<file path="config.mk">
export PLATFORM = sky130hd
export DESIGN_NAME = cpu_sequencer_flat
export DESIGN_NICKNAME = d
export VERILOG_FILES = /design/src/rtl/cpu_sequencer_pkg.sv /design/src/rtl/cpu_sequencer_if.sv /design/src/rtl/cpu_sequencer_mem_wait_timer.sv /design/src/rtl/cpu_sequencer.sv /design/src/flat_wrapper.sv
export SDC_FILE = /design/constraint.sdc
export NUM_CORES = 1
export LEC_CHECK = 0
export CAP_MARGIN = 20
export CORE_MARGIN = 2
export CORE_UTILIZATION = 30
export DETAILED_ROUTE_END_ITERATION = 10
export HOLD_SLACK_MARGIN = 0.15
export PLACE_DENSITY = 0.64
export SLEW_MARGIN = 10
export SYNTH_ARGS = -nofsm -noshare
export SYNTH_HDL_FRONTEND = slang
export SYNTH_SLANG_ARGS = --single-unit
</file>
<file path="constraint.sdc">
create_clock -name clk -period 2.65 [get_ports clk]
set_input_delay 0.53 -clock clk [delete_from_list [all_inputs] [get_ports clk]]
set_output_delay 0.53 -clock clk [all_outputs]
set_load 0.05 [all_outputs]
</file>
<file path="src/rtl/cpu_sequencer_pkg.sv">
// Shared definitions for the instruction sequencer: phase encoding and
// default limits, also consumed by the surrounding cpu logic.
package cpu_pkg;

    localparam int unsigned MEM_TIMEOUT_DEFAULT = 15;
    localparam int unsigned CNT_W_DEFAULT       = 16;

    typedef enum logic [3:0] {
        IDLE    = 4'd0,
        FETCH   = 4'd1,
        DECODE  = 4'd2,
        REGREAD = 4'd3,
        EXECUTE = 4'd4,
        MEM     = 4'd5,
        WBRES   = 4'd6,
        WB      = 4'd7,
        PCUPD   = 4'd8
    } state_t;

    function automatic logic needs_mem(input logic rd, input logic wr);
        return rd | wr;
    endfunction

endpackage

</file>
<file path="src/rtl/cpu_sequencer_if.sv">
// Control/status bundle between the control unit and the sequencer.
// The sequencer connects through the slave modport.
interface cpu_sequencer_if #(
    parameter int unsigned CNT_W = 16
) ();

    logic             run;
    logic             step_req;
    logic             halt_req;
    logic             clr_err;
    logic             mem_r_en;
    logic             mem_w_en;
    logic             reg_w_en;
    logic             mem_ready;

    logic             fetch;
    logic             decode;
    logic             regread;
    logic             execute;
    logic             access_mem;
    logic             wb_resolve;
    logic             writeback;
    logic             update_pc;
    logic [3:0]       phase;
    logic             busy;
    logic             err;
    logic [CNT_W-1:0] instr_retired;

    modport master (
        output run, step_req, halt_req, clr_err,
        output mem_r_en, mem_w_en, reg_w_en, mem_ready,
        input  fetch, decode, regread, execute, access_mem,
        input  wb_resolve, writeback, update_pc,
        input  phase, busy, err, instr_retired
    );

    modport slave (
        input  run, step_req, halt_req, clr_err,
        input  mem_r_en, mem_w_en, reg_w_en, mem_ready,
        output fetch, decode, regread, execute, access_mem,
        output wb_resolve, writeback, update_pc,
        output phase, busy, err, instr_retired
    );

endinterface

</file>
<file path="src/rtl/cpu_sequencer_mem_wait_timer.sv">
// Counts stalled MEM cycles; flags the cycle whose stall would reach LIMIT.
// Held at zero whenever clear is asserted (outside the MEM phase).
module mem_wait_timer
    import cpu_pkg::*;
#(
    parameter int unsigned LIMIT = MEM_TIMEOUT_DEFAULT
) (
    input  logic clk,
    input  logic rst,
    input  logic clear,
    input  logic count_en,
    output logic timeout
);

    localparam int unsigned W = $clog2(LIMIT + 1);

    logic [W-1:0] count;

    always_ff @(posedge clk) begin
        if (rst || clear) begin
            count <= '0;
        end else if (count_en && !timeout) begin
            count <= count + 1'b1;
        end
    end

    // Combinational so the state machine can leave MEM on the same edge
    // that the count would reach LIMIT.
    assign timeout = count_en && (count == W'(LIMIT - 1));

endmodule

</file>
<file path="src/rtl/cpu_sequencer.sv">
// Multi-cycle instruction phase sequencer with memory-wait timeout,
// sticky error and retired-instruction counter.
module cpu_sequencer
    import cpu_pkg::*;
#(
    parameter int unsigned MEM_TIMEOUT = MEM_TIMEOUT_DEFAULT,
    parameter int unsigned CNT_W       = CNT_W_DEFAULT
) (
    input  logic           clk,
    input  logic           rst,
    cpu_sequencer_if.slave bus
);

    state_t           state;
    state_t           state_nx;
    logic             err_q;
    logic             err_nx;
    logic             halt_pend;
    logic             halt_pend_nx;
    logic [CNT_W-1:0] retired_q;
    logic             in_mem;
    logic             timeout;

    logic s_fetch, s_decode, s_regread, s_execute;
    logic s_access_mem, s_wb_resolve, s_writeback, s_update_pc;

    assign in_mem = (state == MEM);

    mem_wait_timer #(
        .LIMIT (MEM_TIMEOUT)
    ) u_mem_wait_timer (
        .clk      (clk),
        .rst      (rst),
        .clear    (!in_mem),
        .count_en (in_mem && !bus.mem_ready),
        .timeout  (timeout)
    );

    always_ff @(posedge clk) begin
        if (rst) begin
            state     <= IDLE;
            err_q     <= 1'b0;
            halt_pend <= 1'b0;
            retired_q <= '0;
        end else begin
            state     <= state_nx;
            err_q     <= err_nx;
            halt_pend <= halt_pend_nx;
            if (state == PCUPD) begin
                retired_q <= retired_q + 1'b1;
            end
        end
    end

    always_comb begin
        state_nx     = state;
        s_fetch      = 1'b0;
        s_decode     = 1'b0;
        s_regread    = 1'b0;
        s_execute    = 1'b0;
        s_access_mem = 1'b0;
        s_wb_resolve = 1'b0;
        s_writeback  = 1'b0;
        s_update_pc  = 1'b0;

        unique case (state)
            IDLE: begin
                if ((bus.run || bus.step_req) && !err_q) begin
                    state_nx = FETCH;
                end
            end
            FETCH: begin
                s_fetch  = 1'b1;
                state_nx = DECODE;
            end
            DECODE: begin
                s_decode = 1'b1;
                state_nx = REGREAD;
            end
            REGREAD: begin
                s_regread = 1'b1;
                state_nx  = EXECUTE;
            end
            EXECUTE: begin
                s_execute = 1'b1;
                state_nx  = needs_mem(bus.mem_r_en, bus.mem_w_en) ? MEM : WBRES;
            end
            MEM: begin
                s_access_mem = 1'b1;
                if (bus.mem_ready) begin
                    state_nx = WBRES;
                end else if (timeout) begin
                    state_nx = IDLE;
                end
            end
            WBRES: begin
                s_wb_resolve = 1'b1;
                state_nx     = WB;
            end
            WB: begin
                s_writeback = bus.reg_w_en;
                state_nx    = PCUPD;
            end
            PCUPD: begin
                s_update_pc = 1'b1;
                state_nx    = (bus.run && !bus.halt_req && !halt_pend) ? FETCH : IDLE;
            end
            default: state_nx = IDLE;
        endcase
    end

    // A halt seen at any point of an instruction is held until PCUPD so a
    // one-cycle pulse still stops the free-run loop after completion.
    always_comb begin
        halt_pend_nx = halt_pend | bus.halt_req;
        if (state == IDLE || state == PCUPD || timeout) begin
            halt_pend_nx = 1'b0;
        end
    end

    // A timeout in the same cycle as clr_err wins so the error is not lost.
    always_comb begin
        err_nx = err_q;
        if (timeout) begin
            err_nx = 1'b1;
        end else if (bus.clr_err) begin
            err_nx = 1'b0;
        end
    end

    assign bus.fetch         = s_fetch;
    assign bus.decode        = s_decode;
    assign bus.regread       = s_regread;
    assign bus.execute       = s_execute;
    assign bus.access_mem    = s_access_mem;
    assign bus.wb_resolve    = s_wb_resolve;
    assign bus.writeback     = s_writeback;
    assign bus.update_pc     = s_update_pc;
    assign bus.phase         = state;
    assign bus.busy          = (state != IDLE);
    assign bus.err           = err_q;
    assign bus.instr_retired = retired_q;

endmodule

</file>
<file path="src/flat_wrapper.sv">
// flat-port wrapper written by rule: the top's interface ports become plain ports
module cpu_sequencer_flat import cpu_pkg::*;
#(
    parameter int unsigned MEM_TIMEOUT = MEM_TIMEOUT_DEFAULT,
    parameter int unsigned CNT_W       = CNT_W_DEFAULT
)
  (clk, rst, bus_run, bus_step_req, bus_halt_req, bus_clr_err, bus_mem_r_en, bus_mem_w_en, bus_reg_w_en, bus_mem_ready, bus_fetch, bus_decode, bus_regread, bus_execute, bus_access_mem, bus_wb_resolve, bus_writeback, bus_update_pc, bus_phase, bus_busy, bus_err, bus_instr_retired);
  cpu_sequencer_if #(.CNT_W(CNT_W)) bus_i ();
  input  logic clk;
  input  logic rst;
  input wire logic [$bits(bus_i.run)-1:0] bus_run;
  input wire logic [$bits(bus_i.step_req)-1:0] bus_step_req;
  input wire logic [$bits(bus_i.halt_req)-1:0] bus_halt_req;
  input wire logic [$bits(bus_i.clr_err)-1:0] bus_clr_err;
  input wire logic [$bits(bus_i.mem_r_en)-1:0] bus_mem_r_en;
  input wire logic [$bits(bus_i.mem_w_en)-1:0] bus_mem_w_en;
  input wire logic [$bits(bus_i.reg_w_en)-1:0] bus_reg_w_en;
  input wire logic [$bits(bus_i.mem_ready)-1:0] bus_mem_ready;
  output wire logic [$bits(bus_i.fetch)-1:0] bus_fetch;
  output wire logic [$bits(bus_i.decode)-1:0] bus_decode;
  output wire logic [$bits(bus_i.regread)-1:0] bus_regread;
  output wire logic [$bits(bus_i.execute)-1:0] bus_execute;
  output wire logic [$bits(bus_i.access_mem)-1:0] bus_access_mem;
  output wire logic [$bits(bus_i.wb_resolve)-1:0] bus_wb_resolve;
  output wire logic [$bits(bus_i.writeback)-1:0] bus_writeback;
  output wire logic [$bits(bus_i.update_pc)-1:0] bus_update_pc;
  output wire logic [$bits(bus_i.phase)-1:0] bus_phase;
  output wire logic [$bits(bus_i.busy)-1:0] bus_busy;
  output wire logic [$bits(bus_i.err)-1:0] bus_err;
  output wire logic [$bits(bus_i.instr_retired)-1:0] bus_instr_retired;
  assign bus_i.run = bus_run;
  assign bus_i.step_req = bus_step_req;
  assign bus_i.halt_req = bus_halt_req;
  assign bus_i.clr_err = bus_clr_err;
  assign bus_i.mem_r_en = bus_mem_r_en;
  assign bus_i.mem_w_en = bus_mem_w_en;
  assign bus_i.reg_w_en = bus_reg_w_en;
  assign bus_i.mem_ready = bus_mem_ready;
  assign bus_fetch = bus_i.fetch;
  assign bus_decode = bus_i.decode;
  assign bus_regread = bus_i.regread;
  assign bus_execute = bus_i.execute;
  assign bus_access_mem = bus_i.access_mem;
  assign bus_wb_resolve = bus_i.wb_resolve;
  assign bus_writeback = bus_i.writeback;
  assign bus_update_pc = bus_i.update_pc;
  assign bus_phase = bus_i.phase;
  assign bus_busy = bus_i.busy;
  assign bus_err = bus_i.err;
  assign bus_instr_retired = bus_i.instr_retired;
  cpu_sequencer #(.MEM_TIMEOUT(MEM_TIMEOUT), .CNT_W(CNT_W)) u_core (.clk(clk), .rst(rst), .bus(bus_i));
endmodule
</file>
# Word level (Yosys, flattened, before mapping)
# Cells that the tools add are included.
[word_totals] regBits=26 input_bits=10
[classes] bitwise_logic=2 reduce_logical=21 addsub=2 n_eq_ne=11 n_mux=16
[op_table] op="4-bit one-hot mux with 9 select lines" n=1
[op_table] op="16-bit by 1-bit adder with 16-bit output (second input constant)" n=1
[op_table] op="4-bit by 3-bit equality test with 1-bit output (second input constant)" n=4
[op_table] op="4-bit 2-to-1 mux" n=3
[op_table] op="1-bit 2-to-1 mux" n=11
[op_table] op="4-bit by 2-bit equality test with 1-bit output (second input constant)" n=2
[op_table] op="4-bit equality test (second input constant)" n=2
[op_table] op="1-bit logical AND" n=6
[op_table] op="1-bit logical NOT" n=6
[op_table] op="4-bit by 1-bit adder with 4-bit output (second input constant)" n=1
[op_table] op="4-bit by 1-bit equality test with 1-bit output (second input constant)" n=1
[op_table] op="4-bit logical NOT" n=1
[op_table] op="1-bit logical OR" n=4
[op_table] op="4-bit nonzero test" n=1
[op_table] op="3-bit inequality test (second input constant)" n=1
[op_table] op="2-bit 2-to-1 mux" n=1
[op_table] op="2-bit by 1-bit inequality test with 1-bit output (second input constant)" n=1
[op_table] op="1-bit OR" n=2
[op_table] op="2-bit AND reduction" n=1
[op_table] op="2-bit nonzero test" n=1
[op_table] op="2-bit OR reduction" n=1

# Longest topological paths before layout
[logic_depth] ltp_word=6 mapped_depth=6 ltp_nobuf=6

# Modules after synthesis
# From an unflattened synthesis, not the netlist that was laid out.
[unflattened] cells_unflattened=159 area_unflattened_um2=1351.3
[modules_own_cells] module="cpu_sequencer" seq_area_each_um2=440.4 instances=1 cells_each=136 area_each_um2=1134.8
[modules_own_cells] module="mem_wait_timer" seq_area_each_um2=80.1 instances=1 cells_each=23 area_each_um2=216.5

# Worst setup path before layout
# No wires, ideal clock.
[synth_path] path_type="register -> output" from="register u_core.state[2] (netlist: u_core.bus.phase[2])" to="output bus_execute" stages_incl_launch_ff=3 t_required_ns=2.120 arrival_time_ns=2.585 n_path_buf=1 slack_ns=-0.465 path_cell_list="dfxtp_1 -> clkbuf_1 -> nor4b_1"
[synth_between] elab_chain_len=2
[synth_lines] item="from (decl)" line_no="cpu_sequencer.sv:14" source="state_t state;"
[synth_lines] item="from (signal assigned)" line_no="cpu_sequencer.sv:46" source="state <= state_nx;"
[synth_lines] item="4-bit by 3-bit equality test with 1-bit output" line_no="cpu_sequencer.sv:66" source="unique case (state)"
[synth_lines] item="1-bit 2-to-1 mux" line_no="cpu_sequencer.sv:66"
[synth_lines] item="to (decl)" line_no="flat_wrapper.sv:22" source="output wire logic [$bits(bus_i.execute)-1:0] bus_execute;"
# No other way between the ends.

# Final worst setup path
[layout_path] from="register u_core.state[0] (netlist: u_core.bus.phase[0])" to="output bus_fetch"
[layout_between] elab_chain_len=2
[layout_lines] item="4-bit by 1-bit equality test with 1-bit output" line_no="cpu_sequencer.sv:66"
[layout_lines] item="1-bit 2-to-1 mux" line_no="cpu_sequencer.sv:66"
[layout_lines] item="to (decl)" line_no="flat_wrapper.sv:19" source="output wire logic [$bits(bus_i.fetch)-1:0] bus_fetch;"
# No other way between the ends.

==> run metrics <==
Worst Hold End=u_core.bus.instr_retired[10]; Total Routing Usage GR=12.0%; worst-margin pin slew=0.547 ns; post-synthesis sequential area ratio=38.9%; first-pass GRT wire length=4.93 mm; Setup violations, final=0; number of inserted diodes=0; status=completed; worst-path fanout max=12; starting DRC count in detailed routing=36; Fin Clk Skew=0.00421 ns; CTS max path bufs=2; setup tns final=0 ns; DRT Pass-1 Iters=4; yosys warns=0; routability-driven placement congestion ratio=0.712; Crit path arrival time=2.03 ns; row count=24; clock sinks=26; Hold-fix buffers, CTS=0; FF+latch count, synth=26; Startpoint Class=register; Worst setup EP type=output port; CTS root buffer=clkbuf_8; Syn Nets=172; Hold Path Depth=2; HP Start=u_core.bus.instr_retired[10]; Post-Route WL=2.92 mm; share of cells above drive strength 1=9.79%; reg2reg path depth=5; Final Core Density=42.7%; top cell type by total area after synthesis=dfxtp_1; I/O pin total=40; Final Hold Fails=0; CTS buffer count=3; Worst R2R Setup Slack=0.44 ns; hpwl dp=2.21 mm; drt wl/cell=11.9 um; starting utilization of the core area=31.0%; Die W=70.8 um; maximum ir drop on the vdd rail=0.309 mV; Data required, critical path=2.12 ns; largest net degree at the start of global routing=17; Max Slew Vio Count=0; Final #Nets=209; PortBufs=39; Rel. slew slack=63.4%; initial antenna violation count=0; Post-synth EDFFs=0; pwr dens=427 mW/mm2; DRT antenna net count=0; period utilisation layout=96.5%; Synth top area share=38.9%; Die Area=0.00501 mm2; crit path kind=register to output port; vias=1,189; Post-synth ARST share=0%; unrepaired setup endpoints after global routing=false; vias in the first global route=1,104; r2r startpoint=u_core.bus.phase[3]; Avg Vias per Cell=4.83; maxcap violations=0; DRC Markers=0; setup bufs post-CTS=0; clk slew on worst S/H paths=0.09 ns; Worst Hold Class=register to register; synthesis-to-layout area growth=37.8%; gr ovfl total=0; Mapped Area=0.00134 mm2; Netlist cell types=40; H-tree Lvls=1; Post-Syn Area per Cell=8.42 um2; CTS tree=yes; Post-synth top flop=dfxtp_1; synth top area cells=dfxtp_1, nor2_1, xnor2_1; Mapped Cells=159; clk_lat worst skew=0.26 ns; Die H=70.8 um; Reg-to-Reg End=u_core.bus.instr_retired[14]; placeable core area=0.00432 mm2; f_max=0.391 GHz; filler instances=444; final worst path period need=2.56 ns; Pleak=0.703 nW
## per-stage QoR
stage	setup slack [ns]	cell area (um2)	hold slack (ns)	power, W	cells
5_1_grt	0.000107	1840	0.552	0.000826	246
3_5_place_dp	0.377	1800	0.504	0.000579	243
2_1_floorplan	-0.0697	1350	0.476	0.000524	159
6_report	0.0935	1840	0.514	0.000787	246
3_3_place_gp	0.404	1800	0.494	0.000578	243
4_1_cts	0.0620	1840	0.516	0.000797	246
## area by class of cell
cell class	count	area [um2]	area share, %
clock buffer	3	41.3	2.24
inverter	8	31.3	1.70
multi-input combinational	117	761	41.2
sequential	26	520	28.2
tap	52	65.1	3.53
timing repair buffer	40	425	23.1
## state kept, by name, summed over array words and instances, names as in the netlist
register                       cells
u_core.u_mem_wait_timer.count      4
u_core.bus.phase                   4
u_core.bus.err                     1
u_core.halt_pend                   1
u_core.bus.instr_retired          16
## worst max-delay path, cell delays in order (launching register included)
cell and delay [ns]:
dfxtp_1 0.57, nand2b_1 0.19, nor3_1 0.18, clkdlybuf4s50_1 0.83
## kinds of logic (layout without fill, tap and decap cells)
family / Yosys count / count (layout) / synth area share (%)
buffers and inverters: 16 / 51 / 5.14
AND/OR/NAND/NOR: 79 / 79 / 33.0
AO/OA/AOI/OAI: 20 / 20 / 9.53
adder cells (fa/ha/maj): 3 / 3 / 2.80
XOR/XNOR: 12 / 12 / 7.85
multiplexers: 3 / 3 / 2.80
flip-flops: 26 / 26 / 38.9
## cells in the final DEF (no fill, tap or decap), types with 2 or more instances in the layout
| cell | instances |
|---|---|
| or2_2 | 2 |
| and3_1 | 2 |
| o21ai_0 | 5 |
| ha_1 | 3 |
| nor2_1 | 24 |
| nor2b_1 | 5 |
| nor4_1 | 3 |
| or3_1 | 2 |
| xor2_1 | 5 |
| inv_1 | 7 |
| buf_12 | 2 |
| nand3_1 | 6 |
| clkbuf_8 | 3 |
| nor3_1 | 9 |
| nor4b_1 | 2 |
| dfxtp_1 | 26 |
| mux2_2 | 2 |
| nand2_1 | 6 |
| a21oi_1 | 7 |
| nand2b_1 | 3 |
| a211oi_1 | 2 |
| xnor2_1 | 7 |
| clkdlybuf4s50_1 | 34 |
| nand4_1 | 4 |
| dlymetal6s2s_1 | 3 |
## power by group
group	internal (W)	switching (W)	total, W
Sequential	0.000398	0.0000184	0.000416
Clock	0.000102	0.000117	0.000218
Combinational	0.0000596	0.0000936	0.000153
## cells in the mapped netlist (4+ instances only)
cell type and count:
nor3_1 10, inv_1 7, nand3_1 6, dfxtp_1 26
xor2_1 5, clkbuf_1 7, nand4_1 4, o21ai_0 5
a21oi_1 7, xnor2_1 7, nor2b_1 5, nand2_1 6
nor2_1 24
## metal layers
layer	wire, um	global-route usage, %	up-vias
met3	180	3.42	2
met1	1450	15.4	527
met5	0	0	-
li1	-	-	625
met2	1280	19.7	35
met4	11	3.14	0
## how the worst max path moves through the flow
stage / start / endpoint / slack (ns)
global route: u_core.bus.phase[0] / bus_fetch / 0.0001
global placement: u_core.bus.phase[1] / bus_wb_resolve / 0.40
finish: u_core.bus.phase[0] / bus_fetch / 0.09
detailed placement: u_core.bus.phase[0] / bus_access_mem / 0.38
floorplan: u_core.bus.phase[1] / bus_wb_resolve / -0.07
CTS: u_core.bus.phase[0] / bus_access_mem / 0.06
## repair_timing
action | in CTS | in global routing
hold endpoints to repair | 0 | 0
endpoints found under the setup margin | 0 | 3
resized for setup | 0 | 3
No activity file was read; power rests on OpenSTA's default activity.
